**config.mk**
```make
export PLATFORM = sky130hd
export DESIGN_NAME = code_entry_verifier_flat
export DESIGN_NICKNAME = d
export VERILOG_FILES = /design/src/rtl/code_entry_verifier_pkg.sv /design/src/rtl/code_entry_verifier_if.sv /design/src/rtl/code_entry_verifier_hold_timer.sv /design/src/rtl/code_entry_verifier.sv /design/src/flat_wrapper.sv
export SDC_FILE = /design/constraint.sdc
export NUM_CORES = 1
export LEC_CHECK = 0
export BUFFER_PORTS_ARGS = -buffer_cell sky130_fd_sc_hd__buf_2
export CORE_AREA = 4 4 72 74
export CTS_CLUSTER_DIAMETER = 40
export DETAILED_ROUTE_END_ITERATION = 7
export DIE_AREA = 0 0 76 78
export PLACE_DENSITY_LB_ADDON = 0.15
export SLEW_MARGIN = 20
export SYNTH_ARGS = -nofsm -noshare
export SYNTH_HDL_FRONTEND = slang
export SYNTH_HIERARCHICAL = 1
export SYNTH_SLANG_ARGS = --single-unit
```
**constraint.sdc**
```tcl
create_clock -name clk -period 2 [get_ports clk]
set_input_delay 0.6 -clock clk [delete_from_list [all_inputs] [get_ports clk]]
set_output_delay 0.6 -clock clk [all_outputs]
set_load 0.1 [all_outputs]
```
**src/rtl/code_entry_verifier_pkg.sv**
```systemverilog
// ---------------------------------------------------------------------------
// code_entry_verifier_pkg
// Shared definitions for the code entry verifier:
//   state_t         - FSM state encoding (3 bits)
//   CODE_DIGITS     - number of keypad nibbles in one code
//   scramble_code   - nibble permutation applied by the stored-code register
//   unscramble_code - its inverse, used by the verifier in CHECK
// The two functions live side by side so a change to one is made to both.
// ---------------------------------------------------------------------------
package code_entry_verifier_pkg;

  typedef enum logic [2:0] {
    S_IDLE    = 3'd0,
    S_COLLECT = 3'd1,
    S_CHECK   = 3'd2,
    S_GRANT   = 3'd3,
    S_DENY    = 3'd4,
    S_LOCKOUT = 3'd5
  } state_t;

  localparam int CODE_DIGITS = 4;
  localparam int CODE_W      = 4 * CODE_DIGITS;

  // Stored form: plain code rotated left by one nibble.
  function automatic logic [CODE_W-1:0] scramble_code(input logic [CODE_W-1:0] plain);
    return {plain[CODE_W-5:0], plain[CODE_W-1:CODE_W-4]};
  endfunction

  // Rotate right by one nibble to recover the plain code.
  function automatic logic [CODE_W-1:0] unscramble_code(input logic [CODE_W-1:0] stored);
    return {stored[3:0], stored[CODE_W-1:4]};
  endfunction

endpackage

```
**src/rtl/code_entry_verifier_if.sv**
```systemverilog
// ---------------------------------------------------------------------------
// code_entry_verifier_if
// Bundles the keypad-side inputs, the stored code and the status outputs.
//   master : keypad/debouncer + stored-code register side (drives inputs)
//   slave  : the verifier (drives unlock/fail/locked_out/busy/counters)
//
// Handshake: digit_valid is a one-cycle strobe with an implicit ready equal
// to !busy. A digit is taken at a rising edge where digit_valid is high,
// clear is low and busy is low; a strobe while busy is high is dropped and
// never retried by the verifier. clear has the same acceptance window and
// wins over a coincident digit_valid.
// dbg_state exposes the FSM state for checkers.
// ---------------------------------------------------------------------------
interface code_entry_verifier_if;
  import code_entry_verifier_pkg::*;

  logic              digit_valid;
  logic [3:0]        digit;
  logic              clear;
  logic [CODE_W-1:0] stored_code;
  logic              unlock;
  logic              fail;
  logic              locked_out;
  logic              busy;
  logic [2:0]        digit_count;
  logic [1:0]        fail_count;
  state_t            dbg_state;

  modport master (
    output digit_valid, digit, clear, stored_code,
    input  unlock, fail, locked_out, busy, digit_count, fail_count, dbg_state
  );

  modport slave (
    input  digit_valid, digit, clear, stored_code,
    output unlock, fail, locked_out, busy, digit_count, fail_count, dbg_state
  );

endinterface

```
**src/rtl/code_entry_verifier_hold_timer.sv**
```systemverilog
// ---------------------------------------------------------------------------
// hold_timer
// Down-counter that measures a fixed hold time of CYCLES clock cycles.
//   clk, rst_n : clock, asynchronous active-low reset
//   i_start    : load CYCLES-1 and begin counting (one-cycle strobe)
//   o_done     : high during the last cycle of the hold (count reached 0)
// The owner leaves its hold state on the edge where o_done is high, so the
// hold state lasts CYCLES cycles counted from the start edge.
// ---------------------------------------------------------------------------
module hold_timer #(
  parameter int CYCLES = 8
) (
  input  logic clk,
  input  logic rst_n,
  input  logic i_start,
  output logic o_done
);

  // A one-cycle hold still needs a 1-bit counter.
  localparam int            W    = (CYCLES > 1) ? $clog2(CYCLES) : 1;
  localparam logic [W-1:0]  LOAD = W'(CYCLES - 1);

  logic [W-1:0] r_count;
  logic         r_active;

  always_ff @(posedge clk or negedge rst_n) begin
    if (!rst_n) begin
      r_count  <= '0;
      r_active <= 1'b0;
    end else if (i_start) begin
      r_count  <= LOAD;
      r_active <= 1'b1;
    end else if (r_active) begin
      if (r_count == '0) begin
        r_active <= 1'b0;
      end else begin
        r_count <= r_count - W'(1);
      end
    end
  end

  assign o_done = r_active && (r_count == '0);

endmodule

```
**src/rtl/code_entry_verifier.sv**
```systemverilog
// ---------------------------------------------------------------------------
// code_entry_verifier
// Collects CODE_DIGITS keypad nibbles (MSB first), de-scrambles the stored
// code and compares. Match -> GRANT (unlock held GRANT_CYCLES cycles);
// mismatch -> DENY (one-cycle fail). MAX_ATTEMPTS consecutive failures
// enter LOCKOUT for LOCKOUT_CYCLES cycles.
// Ports:
//   clk, rst_n : clock, asynchronous active-low reset
//   bus        : code_entry_verifier_if.slave (digit_valid, digit, clear,
//                stored_code in; unlock, fail, locked_out, busy,
//                digit_count, fail_count, dbg_state out)
// All outputs decode registered state/counters only.
// ---------------------------------------------------------------------------
module code_entry_verifier
  import code_entry_verifier_pkg::*;
#(
  parameter int MAX_ATTEMPTS   = 3,    // 1..3, fail_count is 2 bits
  parameter int LOCKOUT_CYCLES = 1000,
  parameter int GRANT_CYCLES   = 8
) (
  input  logic                  clk,
  input  logic                  rst_n,
  code_entry_verifier_if.slave  bus
);

  state_t            r_state;
  state_t            w_state_nxt;
  logic [CODE_W-1:0] r_entry;
  logic [2:0]        r_digit_count;
  logic [1:0]        r_fail_count;

  logic w_entry_window;
  logic w_clear;
  logic w_accept;
  logic w_last_digit;
  logic w_match;
  logic w_lockout_due;
  logic w_grant_start;
  logic w_lock_start;
  logic w_grant_done;
  logic w_lock_done;
  logic w_unlock;
  logic w_fail;
  logic w_locked_out;
  logic w_busy;

  // Inputs are only looked at while an entry can be in progress.
  assign w_entry_window = (r_state == S_IDLE) || (r_state == S_COLLECT);
  assign w_clear        = w_entry_window && bus.clear;
  assign w_accept       = w_entry_window && bus.digit_valid && !bus.clear;
  assign w_last_digit   = w_accept && (r_digit_count == 3'(CODE_DIGITS - 1));

  // stored_code is sampled only here, so a reload during entry is honoured.
  assign w_match        = (r_entry == unscramble_code(bus.stored_code));

  // In DENY the counter already holds the post-failure value.
  assign w_lockout_due  = (r_fail_count == 2'(MAX_ATTEMPTS));

  assign w_grant_start  = (r_state == S_CHECK) && w_match;
  assign w_lock_start   = (r_state == S_DENY) && w_lockout_due;

  hold_timer #(.CYCLES(GRANT_CYCLES)) u_grant_timer (
    .clk     (clk),
    .rst_n   (rst_n),
    .i_start (w_grant_start),
    .o_done  (w_grant_done)
  );

  hold_timer #(.CYCLES(LOCKOUT_CYCLES)) u_lock_timer (
    .clk     (clk),
    .rst_n   (rst_n),
    .i_start (w_lock_start),
    .o_done  (w_lock_done)
  );

  // State register.
  always_ff @(posedge clk or negedge rst_n) begin
    if (!rst_n) begin
      r_state <= S_IDLE;
    end else begin
      r_state <= w_state_nxt;
    end
  end

  // Next state and state-decoded outputs.
  always_comb begin
    w_state_nxt  = r_state;
    w_unlock     = 1'b0;
    w_fail       = 1'b0;
    w_locked_out = 1'b0;
    w_busy       = 1'b0;
    case (r_state)
      S_IDLE: begin
        if (w_accept) w_state_nxt = S_COLLECT;
      end
      S_COLLECT: begin
        if (w_clear)           w_state_nxt = S_IDLE;
        else if (w_last_digit) w_state_nxt = S_CHECK;
      end
      S_CHECK: begin
        w_busy      = 1'b1;
        w_state_nxt = w_match ? S_GRANT : S_DENY;
      end
      S_GRANT: begin
        w_busy   = 1'b1;
        w_unlock = 1'b1;
        if (w_grant_done) w_state_nxt = S_IDLE;
      end
      S_DENY: begin
        w_busy      = 1'b1;
        w_fail      = 1'b1;
        w_state_nxt = w_lockout_due ? S_LOCKOUT : S_IDLE;
      end
      S_LOCKOUT: begin
        w_busy       = 1'b1;
        w_locked_out = 1'b1;
        if (w_lock_done) w_state_nxt = S_IDLE;
      end
      default: begin
        w_state_nxt = S_IDLE;
      end
    endcase
  end

  // Entry shift register and digit counter.
  always_ff @(posedge clk or negedge rst_n) begin
    if (!rst_n) begin
      r_entry       <= '0;
      r_digit_count <= 3'd0;
    end else if (w_clear || (r_state == S_CHECK)) begin
      r_entry       <= '0;
      r_digit_count <= 3'd0;
    end else if (w_accept) begin
      r_entry       <= {r_entry[CODE_W-5:0], bus.digit};
      r_digit_count <= r_digit_count + 3'd1;
    end
  end

  // Consecutive-failure counter: updated on leaving CHECK so fail_count
  // already shows the new value while fail is high. It cannot pass
  // MAX_ATTEMPTS because reaching it forces LOCKOUT, which clears it.
  always_ff @(posedge clk or negedge rst_n) begin
    if (!rst_n) begin
      r_fail_count <= 2'd0;
    end else if (r_state == S_CHECK) begin
      r_fail_count <= w_match ? 2'd0 : (r_fail_count + 2'd1);
    end else if ((r_state == S_LOCKOUT) && w_lock_done) begin
      r_fail_count <= 2'd0;
    end
  end

  assign bus.unlock      = w_unlock;
  assign bus.fail        = w_fail;
  assign bus.locked_out  = w_locked_out;
  assign bus.busy        = w_busy;
  assign bus.digit_count = r_digit_count;
  assign bus.fail_count  = r_fail_count;
  assign bus.dbg_state   = r_state;

endmodule

```
**src/flat_wrapper.sv**
```systemverilog
// flat-port wrapper written by rule: the top's interface ports become plain ports
module code_entry_verifier_flat import code_entry_verifier_pkg::*;
#(
  parameter int MAX_ATTEMPTS   = 3,                                 
  parameter int LOCKOUT_CYCLES = 1000,
  parameter int GRANT_CYCLES   = 8
)
  (clk, rst_n, bus_digit_valid, bus_digit, bus_clear, bus_stored_code, bus_unlock, bus_fail, bus_locked_out, bus_busy, bus_digit_count, bus_fail_count, bus_dbg_state);
  code_entry_verifier_if bus_i ();
  input  logic clk;
  input  logic rst_n;
  input wire logic [$bits(bus_i.digit_valid)-1:0] bus_digit_valid;
  input wire logic [$bits(bus_i.digit)-1:0] bus_digit;
  input wire logic [$bits(bus_i.clear)-1:0] bus_clear;
  input wire logic [$bits(bus_i.stored_code)-1:0] bus_stored_code;
  output wire logic [$bits(bus_i.unlock)-1:0] bus_unlock;
  output wire logic [$bits(bus_i.fail)-1:0] bus_fail;
  output wire logic [$bits(bus_i.locked_out)-1:0] bus_locked_out;
  output wire logic [$bits(bus_i.busy)-1:0] bus_busy;
  output wire logic [$bits(bus_i.digit_count)-1:0] bus_digit_count;
  output wire logic [$bits(bus_i.fail_count)-1:0] bus_fail_count;
  output wire logic [$bits(bus_i.dbg_state)-1:0] bus_dbg_state;
  assign bus_i.digit_valid = bus_digit_valid;
  assign bus_i.digit = bus_digit;
  assign bus_i.clear = bus_clear;
  assign bus_i.stored_code = bus_stored_code;
  assign bus_unlock = bus_i.unlock;
  assign bus_fail = bus_i.fail;
  assign bus_locked_out = bus_i.locked_out;
  assign bus_busy = bus_i.busy;
  assign bus_digit_count = bus_i.digit_count;
  assign bus_fail_count = bus_i.fail_count;
  assign bus_dbg_state = bus_i.dbg_state;
  code_entry_verifier #(.MAX_ATTEMPTS(MAX_ATTEMPTS), .LOCKOUT_CYCLES(LOCKOUT_CYCLES), .GRANT_CYCLES(GRANT_CYCLES)) u_core (.clk(clk), .rst_n(rst_n), .bus(bus_i));
endmodule
```
==> results.ini, run 1 <==
[global_routing]
grt_max_degree=22
antenna_found_initial=0
grt_first_pass_wirelength_mm=8.314
first_global_vias=1893
grt_overflow_total=0
grtUsageTotal_pct=17.02

[sta]
worst_clock_skew_ns=0.005101
worst_slew_margin_rel_pct=67.70
setup_viol=0
final_period_minus_worst_setup_slack_ns=1.975
grt_setup_unrepaired=true
layout_worst_path_cycle_share_pct=98.77
final-hold-violation-count=0
worst_slew_pin_slew_ns=0.4879
max_transition_viols_final=0
fmax_mhz=506.2

[floorplanning]
floorplan.initialDensity_pct=48.46
fp.dieW_microns=76
die_area_sq_um=5928
core-area_sq_um=4598
ioPinCount=36
die_h_microns=78
row_count=25

[final_layout]
post_route_cells_drive_above_1_share_pct=32.87
antennaDiodeCount=0
area_growth_syn_to_layout_pct=24.65
finish.instance_area_sq_um=2778
num-nets-final=316
final_core_utilization_pct=60.41

[clock_network]
max-clock-path-buffers=2
cts_root_buf=clkbuf_8
clkSlewWorstSetupHoldPaths_ns=0.07
cts.sinks=39
clkLatencyLatePin_ns=0.29
number_of_buffers_inserted_during_clock_tree_synthesis=5
cts_max_level=2
cts_tree=built

[setup_path]
cp.buffers_inverters=1
required_ns=1.40
r2r_setup_slack_ns=0.13
cp.arrival_ns=1.38
critical_path.max_fanout=6
timing.critical_path.cells=and2b_2 -> and2_4 -> buf_12
critical_path.max_stage_delay_ns=0.51
crit_family=flip-flops
setup.worst_path.start_class=flip-flop
timing.critical_path.to_type=primary output
timing.critical_path.slowest_stage_cell=dfrtp_4
path_class=flip-flop to primary output
cp_num_cells=3
worstRegToRegCells=6

[yosys]
synth_area_leaders=dfrtp_1, nand2_1, xor2_1
synth.yosys.warnings=6
post-synth-top-count-cell=nand2_1
yosys-top-cells-count=nand2_1, dfrtp_1, a21oi_1
number_of_instances_in_the_synthesized_netlist=233
number_of_unique_standard_cell_types_used_by_synthesis=49
postSynthAreaPerCell_sq_um=9.564
async_reset_ff_share_pct=100.0
synth_largest_type_area_fraction_pct=43.80
synth-seq-area-share_pct=43.80
synth_edf_count=0
postSynth.topFlopCell=dfrtp_1
syn-cell-area_sq_um=2228
yosysTopAreaCell=dfrtp_1
syn_nets=263
synth.ff_latch_count=39

[power]
static-leakage-power_uw=0.001331
worst_supply_voltage_drop_on_vdd_uv=345.6
power.density_nw_per_um2=548.9
power.total_uw=1525

[route]
routed-via-count=1790
wl_per_cell_microns=13.54
detail_route.drc_violations=0
drt-pass1-iter-count=4
routed_via_density=5.265
drt.antenna.violating_nets=0
drtIter0Drc=47
detail_route.wirelength_mm=4.605

[min_path]
min_path_type=primary input to async pin

[flow_run]
max_cap_viol_count=0

[place]
gpl.final_weighted_congestion=0.7600
dpl.hpwl_mm=3.413
port-buffer-count=35
placed_area_sq_um=2624

[run_status]
run_status=finished, final reports clean

## worst reg2reg max path, stage by stage, from the launching register on
cell and delay [ns]:
dfrtp_1 0.40, or4_1 0.56, buf_4 0.18, nor4b_4 0.26, buf_4 0.16, or4_1 0.09, nand3_1 0.07
## logic make-up (layout without fill, tap and decap cells)
family                   Yosys count  in the layout  synth area share [%]
adder cells (fa/ha/maj)            6              6                 3.369
multiplexers                       4              4                 1.797
AO/OA/AOI/OAI                     44             44                 12.80
flip-flops                        39             39                 43.80
AND/OR/NAND/NOR                  100            100                 25.38
XOR/XNOR                          19             19                 8.815
buffers and inverters             21             74                 4.043
## power by group
group / internal (uW) / switching (uW)
clock: 270 / 264
combinational: 57.0 / 120
sequential: 800 / 13.2
total: 1130 / 398
## path summary, 6_finish.rpt
check                                                           start                                    endpoint
min reg2reg                            u_core/r_entry[12]$_DFFE_PN0P_              u_core/r_entry[12]$_DFFE_PN0P_
max                               u_core/bus.dbg_state[1]$_DFFE_PN0P_                              bus_locked_out
max in group asynchronous                                       rst_n              u_core/r_entry[14]$_DFFE_PN0P_
max reg2reg                u_core/u_lock_timer/r_count[8]$_DFFE_PN0P_  u_core/u_lock_timer/r_count[7]$_DFFE_PN0P_
min                                                             rst_n  u_core/u_lock_timer/r_count[1]$_DFFE_PN0P_
min in group clk                       u_core/r_entry[12]$_DFFE_PN0P_              u_core/r_entry[12]$_DFFE_PN0P_
## layout by cell type, fill, tap and decap left out, types with 5 or more instances in the layout
cell type,Yosys,layout
xor2_2,4,5
o211ai_1,6,6
clkbuf_8,0,6
inv_1,11,10
nor2_1,13,13
nand2_1,43,43
buf_2,6,31
nor2b_1,6,6
dfrtp_1,39,36
xor2_1,13,12
buf_4,1,20
ha_1,6,6
nand3_1,6,5
a21oi_1,21,21
## state kept, by name, summed over array words and instances, names as in the netlist
| signal | cells |
|---|---|
| u_core/u_lock_timer/r_count | 10 |
| u_core/r_entry | 16 |
| u_core/u_lock_timer/r_active | 1 |
| u_core/bus.dbg_state | 3 |
| u_core/u_grant_timer/r_active | 1 |
| u_core/bus.digit_count | 3 |
| u_core/u_grant_timer/r_count | 3 |
| u_core/bus.fail_count | 2 |
## layer usage
layer | track usage [%] | up-vias | part of all wire, %
met5 | 0 | - | 0
met4 | 5.872 | 0 | 1.3
met3 | 4.292 | 5 | 4.3
met2 | 28.94 | 30 | 49
met1 | 20.87 | 854 | 46
li1 | - | 901 | -
## final cells by class
class,instances,area [sq um]
multi-input combinational,173,1205
clock inverter,1,5.005
sequential,39,984.7
inverter,12,47.55
fill,425,1821
tap,54,67.56
clock buffer,6,82.58
timing repair buffer,55,385.4
## stage by stage
stage                     hold WS, ns  instances  setup WS [ns]   TNS [ns]
after CTS                      0.2653        336      -0.002593  -0.002593
after global placement         0.5237        325        0.05699          0
after detailed placement       0.5218        325        0.01833          0
after global routing           0.2868        340       -0.02689   -0.03546
after floorplan                0.3044        233        -0.3956     -3.347
final                          0.2555        340        0.02453          0
## repair_timing
action                                  in CTS  in global routing
endpoints found under the setup margin       2                  9
pin swaps                                    1                  2
buffers inserted                             4                  4
resized for setup                            0                  1
hold buffers                                 0                  0
No activity file was read; power rests on OpenSTA's default activity.
==> run 2: changes to the inputs <==
==> constraint.sdc (replaced) <==
create_clock -name clk -period 1.7 [get_ports clk]
set_input_delay 0.51 -clock clk [delete_from_list [all_inputs] [get_ports clk]]
set_output_delay 0.51 -clock clk [all_outputs]
set_load 0.1 [all_outputs]
==> results.ini, run 2 (same netlist as run 1, synthesis figures left out) <==
[route]
wl_per_cell_microns=14.50  ; +7.1%
detail_route.drc_violations=0  ; unchanged
drtIter0Drc=101  ; +110%
drt-pass1-iter-count=6  ; +2
routed-via-count=1880  ; +5.0%
detail_route.wirelength_mm=5.250  ; +14%
routed_via_density=5.193  ; -1.4%
drt.antenna.violating_nets=0  ; unchanged

[setup_path]
setup.worst_path.start_class=flip-flop
regToRegStartpoint=u_core/u_lock_timer/r_count[8]$_DFFE_PN0P_
timing.rr.end=u_core/u_lock_timer/r_count[1]$_DFFE_PN0P_
critical_path.max_stage_delay_ns=0.52  ; about the same
path_class=flip-flop to primary output
worstRegToRegCells=6  ; unchanged
required_ns=1.19  ; -0.21 ns
cp.arrival_ns=1.37  ; about the same
timing.critical_path.slowest_stage_cell=dfrtp_4
timing.critical_path.to_type=primary output
critical_path.max_fanout=6  ; unchanged
timing.critical_path.from=u_core/bus.dbg_state[1]$_DFFE_PN0P_
timing.critical_path.cells=and2b_2 -> and2_4 -> buf_12
r2r_setup_slack_ns=-0.14  ; -0.27 ns

[floorplanning]
die_h_microns=78  ; unchanged
fp.dieW_microns=76  ; unchanged
die_area_sq_um=5928  ; unchanged
floorplan.initialDensity_pct=48.46  ; unchanged
row_count=25  ; unchanged
core-area_sq_um=4598  ; unchanged
ioPinCount=36  ; unchanged

[clock_network]
max-clock-path-buffers=2  ; unchanged
cts_hold_bufs=0  ; unchanged
cts.sinks=39  ; unchanged
cts_tree=built
cts_max_level=2  ; unchanged
cts_root_buf=clkbuf_8
clkLatencyLatePin_ns=0.29  ; about the same
number_of_buffers_inserted_during_clock_tree_synthesis=5  ; unchanged
clkSlewWorstSetupHoldPaths_ns=0.08  ; about the same

[sta]
layout_worst_path_cycle_share_pct=110.7
setup_viol=15  ; +15
final_period_minus_worst_setup_slack_ns=1.881
final-hold-violation-count=0  ; unchanged
worst_slew_margin_rel_pct=67.76  ; about the same
max_transition_viols_final=0  ; unchanged
worst_slew_pin_slew_ns=0.4869  ; -0.0009400 ns
worst_clock_skew_ns=0.005166  ; +0.00006564 ns
finalSetupTns_ns=-1.238  ; -1.238 ns
setup_slack_ns=-0.1814  ; -0.2059 ns
fmax_mhz=531.5
grt_setup_unrepaired=true

[final_layout]
mostFrequentLayoutCell=nand2_1
most-common-layout-cells=nand2_1, dfrtp_1, buf_4, buf_2, a21oi_1
regMostFlops=u_core/r_entry
fill_cells=343  ; -19%
area_growth_syn_to_layout_pct=42.17
post_route_cells_drive_above_1_share_pct=42.86  ; +10 points
largest_register_ffs=16  ; unchanged
top_regs=u_core/r_entry: 16 flops, u_core/u_lock_timer/r_count: 10 flops
num-nets-final=337  ; +6.6%
antennaDiodeCount=0  ; unchanged

[min_path]
min_path_type=primary input to async pin

[power]
static-leakage-power_uw=0.001512  ; +14%
power.density_nw_per_um2=629.4  ; +15%
worst_supply_voltage_drop_on_vdd_uv=381.0  ; +10%

[global_routing]
use_met1_pct=24.13  ; +3.3 points
grt_overflow_total=0  ; unchanged
grt_first_pass_wirelength_mm=9.149  ; +10%
grt_use_met2_pct=31.16  ; +2.2 points
grtUsageTotal_pct=18.52  ; +1.5 points
grt_max_degree=40  ; +82%
met3_usage_pct=3.480  ; -0.81 points
first_global_vias=2026  ; +7.0%
antenna_found_initial=0  ; unchanged
globalRoute.busiestLayer=met2

[run_status]
violations=negative setup slack
run_status=finished, violations left

[flow_run]
max_cap_viol_count=0  ; unchanged

[place]
pre_cts_ws_ns=-0.2099  ; -0.2282 ns
gpl.final_weighted_congestion=0.8191  ; +7.8%
port-buffer-count=35  ; unchanged
dpl.hpwl_mm=3.498  ; +2.5%

==> run 2: where the power goes <==
part	switching [uW]	internal [uW]
clock	326	475
combinational	153	86.4
sequential	14.1	940
total	492	1500
==> run 2: worst max-delay path by stage <==
stage / to / slack (ns)
floorplan: u_core/u_lock_timer/r_count[1]$_DFFE_PN0P_ / -0.70
global placement: u_core/u_lock_timer/r_count[1]$_DFFE_PN0P_ / -0.16
detailed placement: u_core/bus.dbg_state[0]$_DFFE_PN0P_ / -0.21
CTS: bus_locked_out / -0.19
global route: bus_locked_out / -0.24
finish: bus_locked_out / -0.18
==> run 2: final cells by class <==
cell class | count | area [sq um] | share of cell area, %
clock buffer | 6 | 82.58 | 2.607
clock inverter | 2 | 35.03 | 1.106
inverter | 12 | 47.55 | 1.501
multi-input combinational | 173 | 1318 | 41.59
sequential | 39 | 984.7 | 31.08
tap | 54 | 67.56 | 2.133
timing repair buffer | 76 | 633.1 | 19.98
==> run 2: worst max-delay path, delay by kind of cell, from the launching register on <==
| kind | cells | cell delay [ns] |
|---|---|---|
| buffers and inverters | 1 | 0.17 |
| flip-flops | 1 | 0.52 |
| AND/OR/NAND/NOR | 2 | 0.39 |
==> run 2: repair_timing <==
action / 4_1_cts / 5_1_grt
pin swaps: 8 / 13
setup buffers: 12 / 3
cloned: 0 / 1
gates resized for setup: 11 / 28
endpoints found under the setup margin: 16 / 38
hold endpoints to repair: 0 / 0
==> run 2: metal layers <==
layer | wire, microns | up-vias
li1 | - | 948
met1 | 2264 | 886
met2 | 2676 | 41
met3 | 247 | 5
met4 | 61 | 0
met5 | 0 | -
==> run 2: stage by stage <==
step / util, % / area, sq um / cells / hold WS [ns] / power, uW
finish: 68.90 / 3168 / 362 / 0.1694 / 1994
global route: 68.90 / 3168 / 362 / 0.1752 / 2087
CTS: 65.96 / 3033 / 358 / 0.1758 / 2003
detailed placement: 60.60 / 2786 / 339 / 0.4939 / 1193
global placement: 60.60 / 2786 / 339 / 0.4979 / 1192
floorplan: - / 2286 / 233 / 0.2144 / 1103
==> run 3: changes to the inputs <==
--- a/config.mk
+++ b/config.mk
@@ -10,8 +10,9 @@
 export CTS_CLUSTER_DIAMETER = 40
 export DETAILED_ROUTE_END_ITERATION = 7
 export DIE_AREA = 0 0 76 78
+export MAX_ROUTING_LAYER = met4
 export PLACE_DENSITY_LB_ADDON = 0.15
-export SLEW_MARGIN = 20
+export SLEW_MARGIN = 30
 export SYNTH_ARGS = -nofsm -noshare
 export SYNTH_HDL_FRONTEND = slang
 export SYNTH_HIERARCHICAL = 1
==> results.ini, run 3 (same netlist as run 1, synthesis figures left out) <==
[sta]
max_transition_viols_final=0  ; unchanged
worst_clock_skew_ns=0.004639  ; -0.0005273 ns
final-hold-violation-count=0  ; unchanged
grt_setup_unrepaired=true
setup_slack_ns=-0.1836  ; -0.002193 ns
final_period_minus_worst_setup_slack_ns=1.884  ; +0.002193 ns
setup_viol=15  ; unchanged
worst_slew_margin_rel_pct=68.03  ; +0.27 points
fmax_mhz=530.9  ; -0.12%
finalSetupTns_ns=-1.254  ; -0.01554 ns
worst_slew_pin_slew_ns=0.4784  ; -0.008495 ns
layout_worst_path_cycle_share_pct=110.8  ; +0.13 points

[final_layout]
finish.instance_area_sq_um=3168  ; unchanged
most-common-layout-cells=nand2_1, dfrtp_1, buf_4, buf_2, a21oi_1
top_regs=u_core/r_entry: 16 flops, u_core/u_lock_timer/r_count: 10 flops
largest_register_ffs=16  ; unchanged
regMostFlops=u_core/r_entry
num-nets-final=337  ; unchanged
area_growth_syn_to_layout_pct=42.17  ; unchanged
post_route_cells_drive_above_1_share_pct=42.86  ; unchanged
mostFrequentLayoutCell=nand2_1
antennaDiodeCount=0  ; unchanged
fill_cells=343  ; unchanged

[floorplanning]
core-area_sq_um=4598  ; unchanged
floorplan.initialDensity_pct=48.46  ; unchanged
ioPinCount=36  ; unchanged
die_h_microns=78  ; unchanged
die_area_sq_um=5928  ; unchanged
row_count=25  ; unchanged
fp.dieW_microns=76  ; unchanged

[setup_path]
cp.arrival_ns=1.37  ; about the same
setup.worst_path.start_class=flip-flop
timing.critical_path.slowest_stage_cell=dfrtp_4
crit_family=flip-flops
timing.critical_path.to_type=primary output
critical_path.max_fanout=6  ; unchanged
timing.critical_path.cells=and2b_2 -> and2_4 -> buf_12
path_class=flip-flop to primary output
critical_path.max_stage_delay_ns=0.52  ; about the same
cp.buffers_inverters=1  ; unchanged
required_ns=1.19  ; about the same

[min_path]
min_path_type=primary input to async pin

[route]
detail_route.drc_violations=0  ; unchanged
routed_via_density=5.182  ; -0.21%
detail_route.wirelength_mm=5.274  ; +0.46%
wl_per_cell_microns=14.57  ; +0.46%
drt.antenna.violating_nets=0  ; unchanged
drtIter0Drc=98  ; -3.0%
drt-pass1-iter-count=4  ; -2
routed-via-count=1876  ; -0.21%

[clock_network]
cts_root_buf=clkbuf_8
cts_tree=built
clkLatencyLatePin_ns=0.29  ; about the same
cts_hold_bufs=0  ; unchanged
clkSlewWorstSetupHoldPaths_ns=0.08  ; about the same
max-clock-path-buffers=2  ; unchanged
cts_max_level=2  ; unchanged
cts.sinks=39  ; unchanged
number_of_buffers_inserted_during_clock_tree_synthesis=5  ; unchanged

[global_routing]
grt_overflow_total=0  ; unchanged
first_global_vias=2026  ; unchanged
antenna_found_initial=0  ; unchanged
grt_first_pass_wirelength_mm=9.149  ; unchanged
grtUsageTotal_pct=19.03  ; +0.52 points
grt_max_degree=40  ; unchanged

[power]
power.density_nw_per_um2=629.9  ; about the same
worst_supply_voltage_drop_on_vdd_uv=381.5  ; +0.14%
static-leakage-power_uw=0.001512  ; unchanged

[place]
gpl.final_weighted_congestion=0.8313  ; +1.5%
dpl.hpwl_mm=3.498  ; unchanged
pre_cts_ws_ns=-0.2099  ; unchanged
placed_area_sq_um=2786  ; unchanged
port-buffer-count=35  ; unchanged

[run_status]
violations=negative setup slack
run_status=finished, violations left

[flow_run]
max_cap_viol_count=0  ; unchanged

## run 3: cell counts in the layout (fill, tap and decap cells not counted)
Identical to the previous run, type by type.
## run 3: final cells by class
cell class	count	area [sq um]	area share (%)
clock inverter	2	35.03	1.106
inverter	12	47.55	1.501
multi-input combinational	173	1318	41.59
sequential	39	984.7	31.08
tap	54	67.56	2.133
clock buffer	6	82.58	2.607
timing repair buffer	76	633.1	19.98
## run 3: path summary, 6_finish.rpt
check	cells after the start	slack, ns	to	startpoint
min in group clk	3	0.45	u_core/r_entry[2]$_DFFE_PN0P_	bus_digit[2]
hold / removal	2	0.17	u_core/r_entry[11]$_DFFE_PN0P_	rst_n
hold reg to reg	1	0.54	u_core/bus.fail_count[1]$_DFFE_PN0P_	u_core/bus.fail_count[1]$_DFFE_PN0P_
setup reg to reg	6	-0.14	u_core/u_lock_timer/r_count[1]$_DFFE_PN0P_	u_core/u_lock_timer/r_count[8]$_DFFE_PN0P_
max in group asynchronous	2	1.31	u_core/bus.dbg_state[1]$_DFFE_PN0P_	rst_n
setup / recovery	3	-0.18	bus_locked_out	u_core/bus.dbg_state[1]$_DFFE_PN0P_
## run 3: timing repair
action,4_1_cts,5_1_grt
cloned,0,1
pin swaps,8,13
buffers inserted,12,3
setup endpoints to repair,16,38
gates resized for setup,11,28
## run 3: layer usage
layer / GRT usage [%] / vias to the layer above / routed length (microns)
met5: - / - / 0
met1: 24.20 / 894 / 2282
met3: 3.364 / 5 / 211
met4: 5.516 / 0 / 61
met2: 31.16 / 30 / 2718
li1: - / 947 / -
## run 3: power by group
part           switching, uW  total [uW]  internal, uW
Clock                    327         802           475
Combinational            153         239          86.4
Sequential              14.2         954           940
Total                    494        2000          1500
## run 3: through the flow
stage | hold slack [ns] | power [uW] | cells | util [%]
floorplan | 0.2144 | 1103 | 233 | -
global placement | 0.4979 | 1192 | 339 | 60.60
detailed placement | 0.4939 | 1193 | 339 | 60.60
CTS | 0.1758 | 2003 | 358 | 65.96
global route | 0.1752 | 2087 | 362 | 68.90
finish | 0.1682 | 1996 | 362 | 68.90
